`src/rtl/control_sequencer.sv`:
```
// ---------------------------------------------------------------------------
// control_sequencer
//
// Microstep controller for the 8-bit computer. It owns the T-state step
// counter and turns the current opcode, step and ALU flags into the 16-bit
// control word that drives the bus, registers, ALU and program counter.
//
// Ports:
//   clk         system clock, all state updates on the rising edge
//   reset       synchronous, active-high reset
//   run         step enable; 0 freezes the sequencer and blanks ctrl
//   ir_op       opcode (upper nibble of the instruction register)
//   carry_flag  registered ALU carry, used only by JC at T2
//   zero_flag   registered ALU zero, used only by JZ at T2
//   ctrl        control word, bit map:
//               15 HLT 14 MI 13 RI 12 RO 11 IO 10 II 9 AI 8 AO
//                7 EO   6 SU  5 BI  4 OI  3 CE  2 CO 1 J  0 FI
//   step        current T-state
//   instr_done  high during the final step of the current instruction
//   halted      high once an HLT instruction has executed
// ---------------------------------------------------------------------------
module control_sequencer #(
  parameter int STEP_W    = 3,
  parameter int MAX_STEPS = 5
) (
  input  logic              clk,
  input  logic              reset,
  input  logic              run,
  input  logic [3:0]        ir_op,
  input  logic              carry_flag,
  input  logic              zero_flag,
  output logic [15:0]       ctrl,
  output logic [STEP_W-1:0] step,
  output logic              instr_done,
  output logic              halted
);

  // Control word bit positions
  localparam logic [15:0] C_HLT = 16'h8000;
  localparam logic [15:0] C_MI  = 16'h4000;
  localparam logic [15:0] C_RI  = 16'h2000;
  localparam logic [15:0] C_RO  = 16'h1000;
  localparam logic [15:0] C_IO  = 16'h0800;
  localparam logic [15:0] C_II  = 16'h0400;
  localparam logic [15:0] C_AI  = 16'h0200;
  localparam logic [15:0] C_AO  = 16'h0100;
  localparam logic [15:0] C_EO  = 16'h0080;
  localparam logic [15:0] C_SU  = 16'h0040;
  localparam logic [15:0] C_BI  = 16'h0020;
  localparam logic [15:0] C_OI  = 16'h0010;
  localparam logic [15:0] C_CE  = 16'h0008;
  localparam logic [15:0] C_CO  = 16'h0004;
  localparam logic [15:0] C_J   = 16'h0002;
  localparam logic [15:0] C_FI  = 16'h0001;

  // Opcodes
  localparam logic [3:0] OP_NOP = 4'b0000;
  localparam logic [3:0] OP_LDA = 4'b0001;
  localparam logic [3:0] OP_ADD = 4'b0010;
  localparam logic [3:0] OP_SUB = 4'b0011;
  localparam logic [3:0] OP_STA = 4'b0100;
  localparam logic [3:0] OP_LDI = 4'b0101;
  localparam logic [3:0] OP_JMP = 4'b0110;
  localparam logic [3:0] OP_JC  = 4'b0111;
  localparam logic [3:0] OP_JZ  = 4'b1000;
  localparam logic [3:0] OP_OUT = 4'b1110;
  localparam logic [3:0] OP_HLT = 4'b1111;

  localparam logic [STEP_W-1:0] STEP_0     = STEP_W'(0);
  localparam logic [STEP_W-1:0] STEP_1     = STEP_W'(1);
  localparam logic [STEP_W-1:0] STEP_2     = STEP_W'(2);
  localparam logic [STEP_W-1:0] STEP_3     = STEP_W'(3);
  localparam logic [STEP_W-1:0] STEP_4     = STEP_W'(4);
  localparam logic [STEP_W-1:0] STEP_LEGAL = STEP_W'(MAX_STEPS - 1);

  typedef enum logic {
    ST_RUN  = 1'b0,
    ST_HALT = 1'b1
  } state_t;

  state_t            state_q, state_d;
  logic [STEP_W-1:0] step_q, step_d;
  logic [STEP_W-1:0] last_step;
  logic              at_last;
  logic              active;

  // Index of the final step for each opcode (instruction length minus one).
  // Undefined opcodes behave as NOP and finish at T1 straight after fetch;
  // every other opcode is at least 3 long, so T0/T1 never look final.
  always_comb begin
    last_step = STEP_1;
    case (ir_op)
      OP_LDA, OP_STA:                                   last_step = STEP_3;
      OP_ADD, OP_SUB:                                   last_step = STEP_4;
      OP_LDI, OP_JMP, OP_JC, OP_JZ, OP_OUT, OP_HLT:     last_step = STEP_2;
      default:                                          last_step = STEP_1;
    endcase
  end

  assign active  = !reset && run && (state_q == ST_RUN);
  assign at_last = (step_q == last_step);

  // State register: step counter plus RUN/HALT state
  always_ff @(posedge clk) begin
    if (reset) begin
      state_q <= ST_RUN;
      step_q  <= STEP_0;
    end else begin
      state_q <= state_d;
      step_q  <= step_d;
    end
  end

  // Next-state logic. An out-of-range step is pulled back to 0 on the next
  // edge regardless of run, so a corrupted counter can never stick.
  always_comb begin
    state_d = state_q;
    step_d  = step_q;
    if (step_q > STEP_LEGAL) begin
      step_d = STEP_0;
    end else if (state_q == ST_HALT) begin
      step_d = STEP_0;
    end else if (run) begin
      if (ir_op == OP_HLT && step_q == STEP_2) begin
        state_d = ST_HALT;
        step_d  = STEP_0;
      end else if (at_last) begin
        step_d = STEP_0;
      end else begin
        step_d = step_q + STEP_1;
      end
    end
  end

  // Output decode: blank whenever frozen, halted or in reset
  always_comb begin
    ctrl       = 16'h0000;
    instr_done = 1'b0;
    if (active) begin
      instr_done = at_last;
      case (step_q)
        STEP_0: ctrl = C_CO | C_MI;
        STEP_1: ctrl = C_RO | C_II | C_CE;
        STEP_2: begin
          case (ir_op)
            OP_LDA, OP_ADD, OP_SUB, OP_STA: ctrl = C_IO | C_MI;
            OP_LDI:                         ctrl = C_IO | C_AI;
            OP_JMP:                         ctrl = C_IO | C_J;
            OP_JC:                          ctrl = carry_flag ? (C_IO | C_J) : 16'h0000;
            OP_JZ:                          ctrl = zero_flag  ? (C_IO | C_J) : 16'h0000;
            OP_OUT:                         ctrl = C_AO | C_OI;
            OP_HLT:                         ctrl = C_HLT;
            default:                        ctrl = 16'h0000;
          endcase
        end
        STEP_3: begin
          case (ir_op)
            OP_LDA:         ctrl = C_RO | C_AI;
            OP_ADD, OP_SUB: ctrl = C_RO | C_BI;
            OP_STA:         ctrl = C_AO | C_RI;
            default:        ctrl = 16'h0000;
          endcase
        end
        STEP_4: begin
          case (ir_op)
            OP_ADD:  ctrl = C_EO | C_AI | C_FI;
            OP_SUB:  ctrl = C_EO | C_AI | C_FI | C_SU;
            default: ctrl = 16'h0000;
          endcase
        end
        default: ctrl = 16'h0000;
      endcase
    end
  end

  assign step   = step_q;
  assign halted = (state_q == ST_HALT);

  // The NOP opcode is documented only for readability of the decode above
  logic unused_nop;
  assign unused_nop = (OP_NOP == 4'b0000);

endmodule

```
`config.mk`:
```
export PLATFORM = sky130hd
export DESIGN_NAME = control_sequencer
export DESIGN_NICKNAME = d
export VERILOG_FILES = /design/src/rtl/control_sequencer.sv
export SDC_FILE = /design/constraint.sdc
export NUM_CORES = 1
export LEC_CHECK = 0
export ABC_AREA = 1
export CAP_MARGIN = 15
export CORE_UTILIZATION = 42
export DETAILED_ROUTE_END_ITERATION = 16
export PLACE_DENSITY_LB_ADDON = 0.2
export SETUP_SLACK_MARGIN = 0.4
export SYNTH_ARGS = -nofsm -noshare
export SYNTH_HDL_FRONTEND = slang
export SYNTH_SLANG_ARGS = --single-unit
export TNS_END_PERCENT = 10
```
`constraint.sdc`:
```
create_clock -name clk -period 2.4 [get_ports clk]
set_input_delay 0.36 -clock clk [delete_from_list [all_inputs] [get_ports clk]]
set_output_delay 0.36 -clock clk [all_outputs]
set_load 0.03 [all_outputs]
```
Word-level counts from Yosys, hierarchy flattened

Memories as Yosys holds them, arrays and structs flattened.
Cells that the tools add are included.

ROM bits: 48
Output and inout port bits: 21
Memories: 1
Input bits: 9
Bits in registers: 4

Memory list:

| memory          | depth | bits a word | read ports | clocked after memory_dff | wr ports | RTL line | text |
|---|---|---|---|---|---|---|---|
| (no name shown) | 16    | 3           | 1          | 0                        | 0        | 92       | `case (ir_op)` |

Eq/ne operators: 15
Add/sub/neg operators: 1
Bitwise logic cells: 1
Muxes and demuxes: 13
Reductions and logical operators: 8
Magnitude comparators: 1

Operators with widths:

| operator                                              | number |
|---|---|
| case mux 16 bit (7 select lines)                      | 1 |
| case mux 16 bit (5 select lines)                      | 1 |
| case mux 14 bit (3 select lines)                      | 1 |
| two-way mux 12 bit                                    | 2 |
| case mux 10 bit (2 select lines)                      | 1 |
| == test 4 x 3 -> 1 bit (second input constant)        | 4 |
| two-way mux 16 bit                                    | 1 |
| == test 4 bit (second input constant)                 | 3 |
| == test 4 x 2 -> 1 bit (second input constant)        | 2 |
| == test 3 x 2 -> 1 bit (second input constant)        | 2 |
| two-way mux 3 bit                                     | 2 |
| == test 4 x 1 -> 1 bit (second input constant)        | 1 |
| two-way mux 1 bit                                     | 4 |
| OR reduction 4 bit                                    | 1 |
| adder 3 x 1 -> 3 bit (second input constant)          | 1 |
| == test 3 x 1 -> 1 bit (second input constant)        | 1 |
| == test 3 bit                                         | 1 |
| == test 3 bit (second input constant)                 | 1 |
| greater-than comparator 3 bit (second input constant) | 1 |
| logical AND 1 bit                                     | 3 |
| logical NOT 3 bit                                     | 1 |
| OR reduction 3 bit                                    | 1 |
| OR reduction 2 bit                                    | 1 |
| logical NOT 1 bit                                     | 1 |
| inverter 1 bit                                        | 1 |

Logic depth before layout (Yosys ltp)

Depth after elaboration: 5
Mapped depth: 11
Gate-level depth less buffers: 11

Least setup slack after synthesis

OpenSTA, ideal clock, no wires.

Path kind: flip-flop to output port
Start point: register step_q[1], in the netlist step[1]
End point: output port ctrl[9]
Data required time: 2040 ps
Slack: 139 ps
Arrival time: 1901 ps
Stages on the path, launching flop included: 6
Cells stage by stage: dfxtp_1 -> ha_1 -> inv_1 -> nor2_1 -> a22oi_1 -> o31ai_1

Cells in the longest elaborated chain, start to end: 3

Ends and longest elaborated chain:

| element                                     | RTL line | text |
|---|---|---|
| start: declaration                          | 82       | `logic [STEP_W-1:0] step_q, step_d;` |
| start signal: assignment                    | 110      | `step_q <= step_d;` |
| == test 3 bit, or another cell as far along | 141      | `case (step_q)` |
| case mux 16 bit (5 select lines) (*)        | 141      |  |
| two-way mux 16 bit (*)                      | 139      | `if (active) begin` |
| end: declaration                            | 32       | `output logic [15:0] ctrl,` |

Every way passes the cells marked *; elsewhere a longest branch is shown, timed or not.

Worst setup path in the final report

Start point: input port ir_op[0]
End point: output port instr_done

Cells in the longest elaborated chain, start to end: 3

Ends and longest elaborated chain:

| element             | RTL line | text |
|---|---|---|
| start: declaration  | 29       | `input logic [3:0] ir_op,` |
| memory (16 x 3 bit) | n/a      |  |
| == test 3 bit       | 101      | `assign at_last = (step_q == last_step);` |
| two-way mux 1 bit   | 139      |  |
| end: declaration    | 34       | `output logic instr_done,` |

No other way between the ends.

==> metrics <==
placed cell count=154; final standard cell area without fillers=1017 um^2; deepest clock path buffer count=2; first-pass GRT wire length=approximately 2500 um; Initial Util=46.15%; number of ports placed on the die boundary=30; Worst R2R Setup Slack=940 ps; commonest non-fill, non-tap cell in the layout=buf_4; outcome=finished, final reports clean; main combinational cell family by area after synthesis=simple AND/OR/NAND/NOR gates; Via-to-Cell Ratio=5.255; number of design-rule violations left by the first detailed-router iteration=25; Post-Synth Simple-Gate Area=between 40 and 50%; post-layout net count=162; number of diodes=0; post-synthesis to final-layout area growth=65.24%; Post-Synthesis Cell Area=615.6 um^2; fraction of the mapped netlist area in adder cells=between 10% and 20%; largest net degree at the start of global routing=8; drt drc=0; classification of the worst setup path=input pin to output pin; post-placement cell area=approximately 910 um^2; Clock Sinks=4; Yosys warning count=0; launch point of the worst reg-to-reg path=step[0]; mux contribution to synthesized area=0%; FP Rows=13; static power due to leakage=~0.0005 uW; total wire length=1748 um; instance count of the mapped netlist=108; Slew @ Worst Pin=roughly 340 ps; total half-perimeter wirelength after legalization and detailed placement=roughly 1400 um; final hold violation count=0; antenna violations before repair=0; Critical Path Source Type=input pin; Tcrit/Tclk final=81.24%; via count=846; total global routing track utilization=22.15%; floorplan core area=1334 um^2; final worst slack=450.2 ps; compound-cell area share of the yosys netlist=between 10% and 20%; via count of the first global-routing pass=656; Worst Path Max Fanout=4; maximum clock skew at final layout=4.454 ps; wire length per cell=10.86 um; Synth cell types=21; headroom to the max-slew limit=77.37%; min cycle time layout=1950 ps; clock buffers created by TritonCTS=3; DRT antenna net count=0; Pre-Repair DR Iteration Count=4; XOR/XNOR share of the synthesized area=1.423%; fin. max-slew vios=0; mean instance size in the synthesized netlist=5.700 um^2; number of buffer cells added on primary ports=29; fraction of layout instances using a drive strength above 1=a little under two fifths; buffer cell driving the clock tree root=clkbuf_4; final weighted congestion in routability-driven placement=0.8275; Overflow after GRT=0; Cells on Worst Hold Path=2; Hold Path Origin=reset; unrepaired setup endpoints after global routing=yes; Final TNS setup=0 ps; total power of the final layout=between 300 and 400 uW; final number of setup-violating endpoints=0; Max Fclk=0.5129 GHz; final cell count without fillers=161; count of state elements after synthesis=4; class of the most critical hold timing path=input pin to flip-flop; Max-cap violations=0; biggest area consumer among synthesized cells=nand2_1; fraction of the yosys area taken by sequential cells=a little over an eighth; setup slack at placement=about 79 ps; Die Y-Extent=40.29 um; Clk pin slew, worst setup/hold paths=40 ps; worst setup path startpoint=ir_op[0]; r2r worst-path depth=10; die width=40.29 um; area share of the largest cell type after synthesis=approximately 15%; kind of end point of the critical path=output pin; clock insertion delay at the later pin of the skew report=about 230 ps; Post-Synthesis Net Count=approximately 120; Critical Path RT=2040 ps; Peak supply drop=316.3 uV; CTS HTree Levels=1; leading post-synthesis cells by cell area=nand2_1, dfxtp_1, ha_1, nand3_1, inv_1; count of hold buffers inserted by post-cts repair=0; area of the die=approximately 1600 um^2; ratio of total power to cell area=298.8 nW/um^2; data arrival time at the worst-slack endpoint=~1600 ps; commonest cells after routing, fill and taps aside=buf_4, nand2_1, inv_1, nor2_1, nand3_1; TritonCTS clock tree=built
## per-layer routing
| layer | up-vias | share of wire (%) | GRT usage [%] |
|---|---|---|---|
| met3 | 0 | 6.0 | 3.333 |
| met2 | 32 | 50 | 39.92 |
| met1 | 383 | 44 | 26.97 |
| met4 | 0 | 0 | 5.833 |
| met5 | - | 0 | 0 |
| li1 | 431 | - | - |
## cells in the mapped netlist
cell type / count
a31oi_1: 2
o31ai_1: 1
nand2_1: 25
inv_2: 2
nand3_1: 12
nor2_1: 14
nor3_1: 3
dfxtp_1: 4
buf_4: 2
nand2_2: 1
nor2_4: 2
nand4_1: 4
a21oi_1: 7
inv_1: 15
a22oi_1: 2
nor2_2: 1
xor2_1: 1
o21ai_0: 3
buf_6: 1
nor3b_1: 1
ha_1: 5
## state kept, by name, indices dropped and copies added (netlist names)
name	cells
halted	1
step	3
## metrics by stage
stage | util, % | hold WS (ps)
2_1_floorplan | - | 429.1
3_3_place_gp | 68.48 | 481.5
3_5_place_dp | 68.48 | 487.0
4_1_cts | 72.51 | 492.6
5_1_grt | 76.27 | 514.7
6_report | 76.27 | 494.8
## final timing paths
path | endpoint
hold reg to reg | halted
setup / recovery | instr_done
hold / removal | halted
setup reg to reg | step[1]
## logic make-up (layout without fill, tap and decap cells)
logic type	after synthesis	in the layout
and+or+nand+nor	63	63
buffers and inverters	20	58
AOI/OAI and AO/OA	15	15
adders and majority gates	5	5
DFF	4	4
xor gates and xnor gates	1	1
## worst max-delay path, stage by stage
cell,delay [ps]
clkdlybuf4s15_2,220
buf_4,150
nand2_1,110
nand3_1,110
nand3_1,100
nand2_1,50
nor2_1,130
nand2_2,80
nor2_1,100
buf_4,170
## report_power, final
part	switching [uW]	internal (uW)	leakage [uW]
Clock	23.7	55.7	0.0000138
Sequential	5.52	70.7	0.0000333
Combinational	88.3	60.1	0.000448
## cell type report
| type | count | area [um^2] |
|---|---|---|
| Multi-Input combinational cell | 84 | 503.0 |
| Fill cell | 115 | 316.6 |
| Inverter | 17 | 63.81 |
| Timing Repair Buffer | 38 | 326.6 |
| Tap cell | 15 | 18.77 |
| Sequential cell | 4 | 82.58 |
| Clock buffer | 3 | 22.52 |
## repair_timing
action	4_1_cts	5_1_grt
buffers inserted	1	3
pin swaps	4	11
setup endpoints to repair	17	13
resized for setup	24	15
No activity file was read; power rests on OpenSTA's default activity.
